### config.mk
export PLATFORM = sky130hd
export DESIGN_NAME = pipelined_addsub_flat
export DESIGN_NICKNAME = d
export VERILOG_FILES = /design/src/rtl/addsub_pkg.sv /design/src/rtl/pipelined_addsub_if.sv /design/src/rtl/addsub_chunk.sv /design/src/rtl/pipelined_addsub.sv /design/src/flat_wrapper.sv
export SDC_FILE = /design/constraint.sdc
export NUM_CORES = 1
export LEC_CHECK = 0
export BUFFER_PORTS_ARGS = -buffer_cell sky130_fd_sc_hd__buf_2
export CORE_ASPECT_RATIO = 0.5
export CORE_MARGIN = 4
export CORE_UTILIZATION = 45
export CTS_CLUSTER_DIAMETER = 50
export DETAILED_ROUTE_END_ITERATION = 10
export PLACE_DENSITY = 0.59
export SLEW_MARGIN = 5
export SYNTH_ARGS = -nofsm -noshare
export SYNTH_HDL_FRONTEND = slang
export SYNTH_SLANG_ARGS = --single-unit
### constraint.sdc
create_clock -name clk -period 3.6 [get_ports clk]
set_input_delay 0.18 -clock clk [delete_from_list [all_inputs] [get_ports clk]]
set_output_delay 0.18 -clock clk [all_outputs]
set_load 0.005 [all_outputs]
### src/rtl/addsub_pkg.sv
// Shared constants and elaboration helpers for the pipelined add/subtract unit.
package addsub_pkg;

   localparam logic OP_ADD = 1'b0;
   localparam logic OP_SUB = 1'b1;

   function automatic int calc_stages(input int width, input int chunk);
      return width / chunk;
   endfunction

   function automatic bit chunk_fits(input int width, input int chunk);
      return (chunk > 0) && (width >= chunk) && ((width % chunk) == 0);
   endfunction

endpackage

### src/rtl/pipelined_addsub_if.sv
// Operand and result handshake bundle for pipelined_addsub.
interface pipelined_addsub_if #(
   parameter int WIDTH = 64
);
   logic             in_valid;
   logic             in_ready;
   logic [WIDTH-1:0] A;
   logic [WIDTH-1:0] B;
   logic             Op;
   logic             Cin;
   logic             out_valid;
   logic             out_ready;
   logic [WIDTH-1:0] Result;
   logic             Cout;
   logic             V;
   logic             Z;

   modport slave (
      input  in_valid, A, B, Op, Cin, out_ready,
      output in_ready, out_valid, Result, Cout, V, Z
   );

   modport master (
      output in_valid, A, B, Op, Cin, out_ready,
      input  in_ready, out_valid, Result, Cout, V, Z
   );
endinterface

### src/rtl/addsub_chunk.sv
// Combinational CHUNK-bit adder slice; cmsb is the carry into the slice MSB,
// which the top level uses to derive signed overflow.
module addsub_chunk #(
   parameter int CHUNK = 16
) (
   input  logic [CHUNK-1:0] a,
   input  logic [CHUNK-1:0] b,
   input  logic             cin,
   output logic [CHUNK-1:0] s,
   output logic             cout,
   output logic             cmsb
);
   logic [CHUNK:0] full;

   always_comb begin
      full = {1'b0, a} + {1'b0, b} + {{CHUNK{1'b0}}, cin};
      s    = full[CHUNK-1:0];
      cout = full[CHUNK];
      cmsb = full[CHUNK-1] ^ a[CHUNK-1] ^ b[CHUNK-1];
   end
endmodule

### src/rtl/pipelined_addsub.sv
// Pipelined add/subtract: one CHUNK-bit slice resolved per register stage,
// whole pipeline stalls together under the valid/ready handshake.
module pipelined_addsub
   import addsub_pkg::*;
#(
   parameter int WIDTH = 64,
   parameter int CHUNK = 16
) (
   input logic               clk,
   input logic               rst_n,
   pipelined_addsub_if.slave bus
);
   localparam int STAGES = calc_stages(WIDTH, CHUNK);

   if (!chunk_fits(WIDTH, CHUNK)) begin : g_bad_chunk
      $error("pipelined_addsub: WIDTH must be a non-zero multiple of CHUNK");
   end

   logic adv;

   // Row k holds a beat whose slices below k are already resolved into res.
   logic [STAGES-1:0] vld_q, vld_d;
   logic [STAGES-1:0] op_q, op_d;
   logic [STAGES-1:0] cy_q, cy_d;
   logic [WIDTH-1:0]  a_q   [STAGES];
   logic [WIDTH-1:0]  a_d   [STAGES];
   logic [WIDTH-1:0]  bx_q  [STAGES];
   logic [WIDTH-1:0]  bx_d  [STAGES];
   logic [WIDTH-1:0]  res_q [STAGES];
   logic [WIDTH-1:0]  res_d [STAGES];

   logic             out_vld_q, out_vld_d;
   logic [WIDTH-1:0] result_q, result_d;
   logic             cout_q, cout_d;
   logic             v_q, v_d;
   logic             z_q, z_d;

   logic [WIDTH-1:0]  s_w;
   logic [STAGES-1:0] co_w;
   logic              cm_w [STAGES];

   for (genvar gi = 0; gi < STAGES; gi++) begin : g_slice
      addsub_chunk #(.CHUNK(CHUNK)) u_chunk (
         .a    (a_q[gi][gi*CHUNK +: CHUNK]),
         .b    (bx_q[gi][gi*CHUNK +: CHUNK]),
         .cin  (cy_q[gi]),
         .s    (s_w[gi*CHUNK +: CHUNK]),
         .cout (co_w[gi]),
         .cmsb (cm_w[gi])
      );
   end

   always_comb begin
      adv      = !out_vld_q || bus.out_ready;

      // Subtraction is A + ~B + ~borrow, so both B and Cin are inverted up front.
      vld_d[0] = bus.in_valid;
      op_d[0]  = bus.Op;
      cy_d[0]  = (bus.Op == OP_SUB) ? ~bus.Cin : bus.Cin;
      a_d[0]   = bus.A;
      bx_d[0]  = (bus.Op == OP_SUB) ? ~bus.B : bus.B;
      res_d[0] = '0;

      for (int k = 1; k < STAGES; k++) begin
         vld_d[k] = vld_q[k-1];
         op_d[k]  = op_q[k-1];
         cy_d[k]  = co_w[k-1];
         a_d[k]   = a_q[k-1];
         bx_d[k]  = bx_q[k-1];
         res_d[k] = res_q[k-1];
         res_d[k][(k-1)*CHUNK +: CHUNK] = s_w[(k-1)*CHUNK +: CHUNK];
      end

      // Output registers only load real beats so they keep the last result
      // across bubbles.
      out_vld_d = vld_q[STAGES-1];
      result_d  = result_q;
      cout_d    = cout_q;
      v_d       = v_q;
      z_d       = z_q;
      if (vld_q[STAGES-1]) begin
         result_d = res_q[STAGES-1];
         result_d[(STAGES-1)*CHUNK +: CHUNK] = s_w[(STAGES-1)*CHUNK +: CHUNK];
         cout_d   = (op_q[STAGES-1] == OP_SUB) ? ~co_w[STAGES-1] : co_w[STAGES-1];
         v_d      = co_w[STAGES-1] ^ cm_w[STAGES-1];
         z_d      = ~|result_d;
      end
   end

   always_ff @(posedge clk or negedge rst_n) begin
      if (!rst_n) begin
         vld_q     <= '0;
         op_q      <= '0;
         cy_q      <= '0;
         for (int k = 0; k < STAGES; k++) begin
            a_q[k]   <= '0;
            bx_q[k]  <= '0;
            res_q[k] <= '0;
         end
         out_vld_q <= 1'b0;
         result_q  <= '0;
         cout_q    <= 1'b0;
         v_q       <= 1'b0;
         z_q       <= 1'b0;
      end else if (adv) begin
         vld_q     <= vld_d;
         op_q      <= op_d;
         cy_q      <= cy_d;
         for (int k = 0; k < STAGES; k++) begin
            a_q[k]   <= a_d[k];
            bx_q[k]  <= bx_d[k];
            res_q[k] <= res_d[k];
         end
         out_vld_q <= out_vld_d;
         result_q  <= result_d;
         cout_q    <= cout_d;
         v_q       <= v_d;
         z_q       <= z_d;
      end
   end

   assign bus.in_ready  = adv;
   assign bus.out_valid = out_vld_q;
   assign bus.Result    = result_q;
   assign bus.Cout      = cout_q;
   assign bus.V         = v_q;
   assign bus.Z         = z_q;

endmodule

### src/flat_wrapper.sv
// flat-port wrapper written by rule: the top's interface ports become plain ports
module pipelined_addsub_flat import addsub_pkg::*;
#(
   parameter int WIDTH = 64,
   parameter int CHUNK = 16
)
  (clk, rst_n, bus_in_valid, bus_A, bus_B, bus_Op, bus_Cin, bus_out_ready, bus_in_ready, bus_out_valid, bus_Result, bus_Cout, bus_V, bus_Z);
  pipelined_addsub_if #(.WIDTH(WIDTH)) bus_i ();
  input logic clk;
  input logic rst_n;
  input wire logic [$bits(bus_i.in_valid)-1:0] bus_in_valid;
  input wire logic [$bits(bus_i.A)-1:0] bus_A;
  input wire logic [$bits(bus_i.B)-1:0] bus_B;
  input wire logic [$bits(bus_i.Op)-1:0] bus_Op;
  input wire logic [$bits(bus_i.Cin)-1:0] bus_Cin;
  input wire logic [$bits(bus_i.out_ready)-1:0] bus_out_ready;
  output wire logic [$bits(bus_i.in_ready)-1:0] bus_in_ready;
  output wire logic [$bits(bus_i.out_valid)-1:0] bus_out_valid;
  output wire logic [$bits(bus_i.Result)-1:0] bus_Result;
  output wire logic [$bits(bus_i.Cout)-1:0] bus_Cout;
  output wire logic [$bits(bus_i.V)-1:0] bus_V;
  output wire logic [$bits(bus_i.Z)-1:0] bus_Z;
  assign bus_i.in_valid = bus_in_valid;
  assign bus_i.A = bus_A;
  assign bus_i.B = bus_B;
  assign bus_i.Op = bus_Op;
  assign bus_i.Cin = bus_Cin;
  assign bus_i.out_ready = bus_out_ready;
  assign bus_in_ready = bus_i.in_ready;
  assign bus_out_valid = bus_i.out_valid;
  assign bus_Result = bus_i.Result;
  assign bus_Cout = bus_i.Cout;
  assign bus_V = bus_i.V;
  assign bus_Z = bus_i.Z;
  pipelined_addsub #(.WIDTH(WIDTH), .CHUNK(CHUNK)) u_core (.clk(clk), .rst_n(rst_n), .bus(bus_i));
endmodule
==> results.sh <==
export IMPL_path_max_fanout=2
export IMPL_fin_tns_setup_ns=0
export IMPL_place_gp_congestion=0.829
export IMPL_synth_main_ff_cell="dfrtp_1"
export IMPL_outcome="complete, no violations"
export IMPL_met1_length_mm=26.5
export IMPL_first_pass_iters=8
export IMPL_crit_reg2reg_launch="u_core.cy_q[3]"
export IMPL_root_buffer="clkbuf_16"
export IMPL_synth_nets=2541
export IMPL_antenna_found_initial=3
export IMPL_numPortBuffers=202
export IMPL_drive_gt1_share_pct=13.8
export IMPL_dieArea_um2=52300
export IMPL_top_layer="met5"
export IMPL_clock_sinks=496
export IMPL_met3_length_mm=2.18
export IMPL_path_clk_slew_ns=0.07
export IMPL_detail_route_antenna_nets=0
export IMPL_hold_class="input port to flop"
export IMPL_syn_mean_instance_area_um2=9.32
export IMPL_peakVddDrop_v=0.000544
export IMPL_die_w_um=319
export IMPL_start_kind="flop"
export IMPL_relSlewSlack_pct=35.4
export IMPL_row_count=56
export IMPL_worstPathRequired_ns=4.09
export IMPL_setup_worst_path_end="u_core.bus.Z"
export IMPL_synth_edff_count=0
export IMPL_skew_ns=0.0239
export IMPL_yosysUniqueCellTypes=64
export IMPL_async_reset_ff_share_pct=100
export IMPL_cts_buffers_inserted=46
export IMPL_initial_core_util_pct=46.0
export IMPL_synth_seq_cells=496
export IMPL_cap_viol_max_count=0
export IMPL_worstRegToRegCells=11
export IMPL_rsz0062_at_grt="no"
export IMPL_pre_cts_ws_ns=0.342
export IMPL_layout_common_cells="nand2_1, dfrtp_1, buf_2"
export IMPL_total_power_mw=23.6
export IMPL_end_kind="flop"
export IMPL_drt_total_wl_mm=51.2
export IMPL_grt_max_degree=215
export IMPL_ys_warn_count=0
export IMPL_vias=16200
export IMPL_via_per_inst=4.90
export IMPL_io_pins=203
export IMPL_clock_latency_ns=0.56
export IMPL_gr_total_overflow=0
export IMPL_final_hold_viol_count=0
export IMPL_crit_type="flop to flop"
export IMPL_drtIter0Drc=1218
export IMPL_slew_viol_final=0
export IMPL_dpl_hpwl_mm=34.1
export IMPL_wl_met2_mm=21.6
export IMPL_final_common_cell="nand2_1"
export IMPL_grt_usage_pct=19.8
export IMPL_syn_area_um2=21800
export IMPL_area_growth_pct=20.6
export IMPL_worstPathArrival_ns=3.75
export IMPL_r2r_end="u_core.bus.Z"
export IMPL_drc=0
export IMPL_tightest_slew_ns=0.969
export IMPL_grt_pass1_wl_mm=84.3
export IMPL_fill_cells=4421
export IMPL_cts_max_path_buffers=3
export IMPL_grt_pass1_vias=15600
export IMPL_max_freq_ghz=0.307
export IMPL_die_y_um=164
export IMPL_critPathLaunch="u_core.cy_q[3]"
export IMPL_p_per_area_nw_per_um2=896
export IMPL_synth_seq_area_share_pct=56.9
export IMPL_period_share_pct=90.5
export IMPL_utilization_pct=55.6
export IMPL_cts_tree="yes"
export IMPL_cts_max_level=2
export IMPL_routedWlPerCell_um=15.5
export IMPL_synth_cells=2339
export IMPL_core_area_um2=47400
export IMPL_cellLeakagePower_nw=13.1
export IMPL_fin_ws_ns=0.343
export IMPL_r2r_setup_slack_ns=0.34
export IMPL_finalCriticalPeriod_ns=3.26
export IMPL_setup_violations=0
export IMPL_nets=2828
[cell families after synthesis]
family / Yosys count / synth area share, %
AND/OR/NAND/NOR: 1212 / 22.2
flip-flops: 496 / 56.9
AO/OA/AOI/OAI: 254 / 7.13
buffers and inverters: 153 / 2.66
XOR/XNOR: 105 / 4.25
adder cells (fa/ha/maj): 68 / 4.18
multiplexers: 51 / 2.63
[worst min-delay path by stage]
stage / slack (ns) / from / endpoint / cells after the start
global placement: 0.26 / rst_n / u_core.a_d[150] / 1
detailed placement: 0.26 / rst_n / u_core.a_d[150] / 1
finish: 0.07 / bus_B[63] / u_core.bx_d[191] / 3
global route: 0.12 / bus_B[63] / u_core.bx_d[191] / 3
floorplan: -0.12 / rst_n / u_core.a_d[100] / 0
CTS: 0.07 / bus_B[63] / u_core.bx_d[191] / 3
[synthesized netlist by cell type (2+ instances only)]
cell / number / area share, %
a21oi_1: 48 / 1.1
o31ai_1: 12 / 0.41
ha_1: 60 / 3.4
o2111a_1: 2 / 0.10
nand3b_1: 5 / 0.17
nand4_1: 7 / 0.20
nor2b_1: 5 / 0.14
nand2_1: 1047 / 18
dfrtp_1: 496 / 57
nand2b_1: 5 / 0.14
mux2_2: 51 / 2.6
a311oi_1: 2 / 0.080
nand3_1: 17 / 0.39
o31a_1: 2 / 0.080
a21o_1: 9 / 0.31
o21a_1: 12 / 0.41
or3_1: 14 / 0.40
nor4b_1: 5 / 0.20
o21ai_1: 2 / 0.046
buf_1: 10 / 0.17
o211ai_1: 2 / 0.069
a21boi_0: 4 / 0.14
buf_2: 4 / 0.092
inv_1: 39 / 0.67
o21ai_0: 116 / 2.7
o21bai_1: 3 / 0.10
clkbuf_1: 100 / 1.7
nor2_1: 47 / 0.81
o211a_1: 2 / 0.092
o2111ai_1: 2 / 0.080
a211oi_1: 12 / 0.41
nor3_1: 26 / 0.60
xor2_1: 19 / 0.76
a211o_1: 2 / 0.080
xnor2_1: 85 / 3.4
fa_1: 8 / 0.73
a21oi_2: 3 / 0.12
a31oi_1: 5 / 0.14
and3_1: 5 / 0.14
o21ba_2: 2 / 0.092
nor4_1: 13 / 0.37
nor3b_1: 7 / 0.24
[registers in the layout, summed over array words and instances, names as in the netlist]
signal,flops
u_core.bx_d,144
u_core.op_q,4
u_core.res_q,48
u_core.bus.V,1
u_core.bus.out_valid,1
u_core.bus.Cout,1
u_core.vld_q,4
u_core.bx_q,16
u_core.bus.Result,64
u_core.res_d,48
u_core.cy_q,4
u_core.a_d,144
u_core.bus.Z,1
u_core.a_q,16
[routing by layer]
metal | GRT usage (%) | up-vias
met5 | 0 | -
li1 | - | 8147
met4 | 3.86 | 4
met2 | 28.8 | 243
met3 | 3.16 | 61
met1 | 31.2 | 7721
[timing repair]
| action | 4_1_cts | 5_1_grt |
|---|---|---|
| setup endpoints to repair | 0 | 1 |
| resized for setup | 0 | 1 |
| buffers inserted | 0 | 0 |
| hold buffers | 130 | 0 |
| hold endpoints to repair | 212 | 0 |
[power by group]
| group | switching, mW | total, mW | internal [mW] |
|---|---|---|---|
| sequential | 1.63 | 9.71 | 8.07 |
| clock | 2.12 | 4.90 | 2.77 |
| combinational | 5.14 | 8.97 | 3.83 |
| total | 8.90 | 23.6 | 14.7 |
[through the flow]
step	area, um^2	hold slack, ns	std cells
finish	26300	0.0745	3299
global route	26300	0.124	3299
CTS	26300	0.0653	3298
detailed placement	23500	0.263	3086
global placement	23500	0.258	3086
floorplan	21800	-0.116	2339
[critical path: stages (launching register included)]
cell      delay, ns
dfrtp_1        0.36
inv_1          0.07
fa_1           0.51
fa_1           0.53
nor4bb_1       0.23
nand4_1        0.12
nor4_1         0.24
o21ai_0        0.20
nor4b_2        0.31
o2111a_1       0.24
and4b_1        0.21
a32o_2         0.16
[layout make-up]
cell class	count	area, um^2	share of cell area (%)
repair buffers	353	2590	9.86
clock buffers	69	1410	5.35
diodes	1	2.50	0.00951
multi-input cells	1690	8840	33.6
inverters	39	154	0.585
clock inverters	13	101	0.385
flip-flops and latches	496	12400	47.2
well taps	638	798	3.03
(Power assumes the default switching activity.)
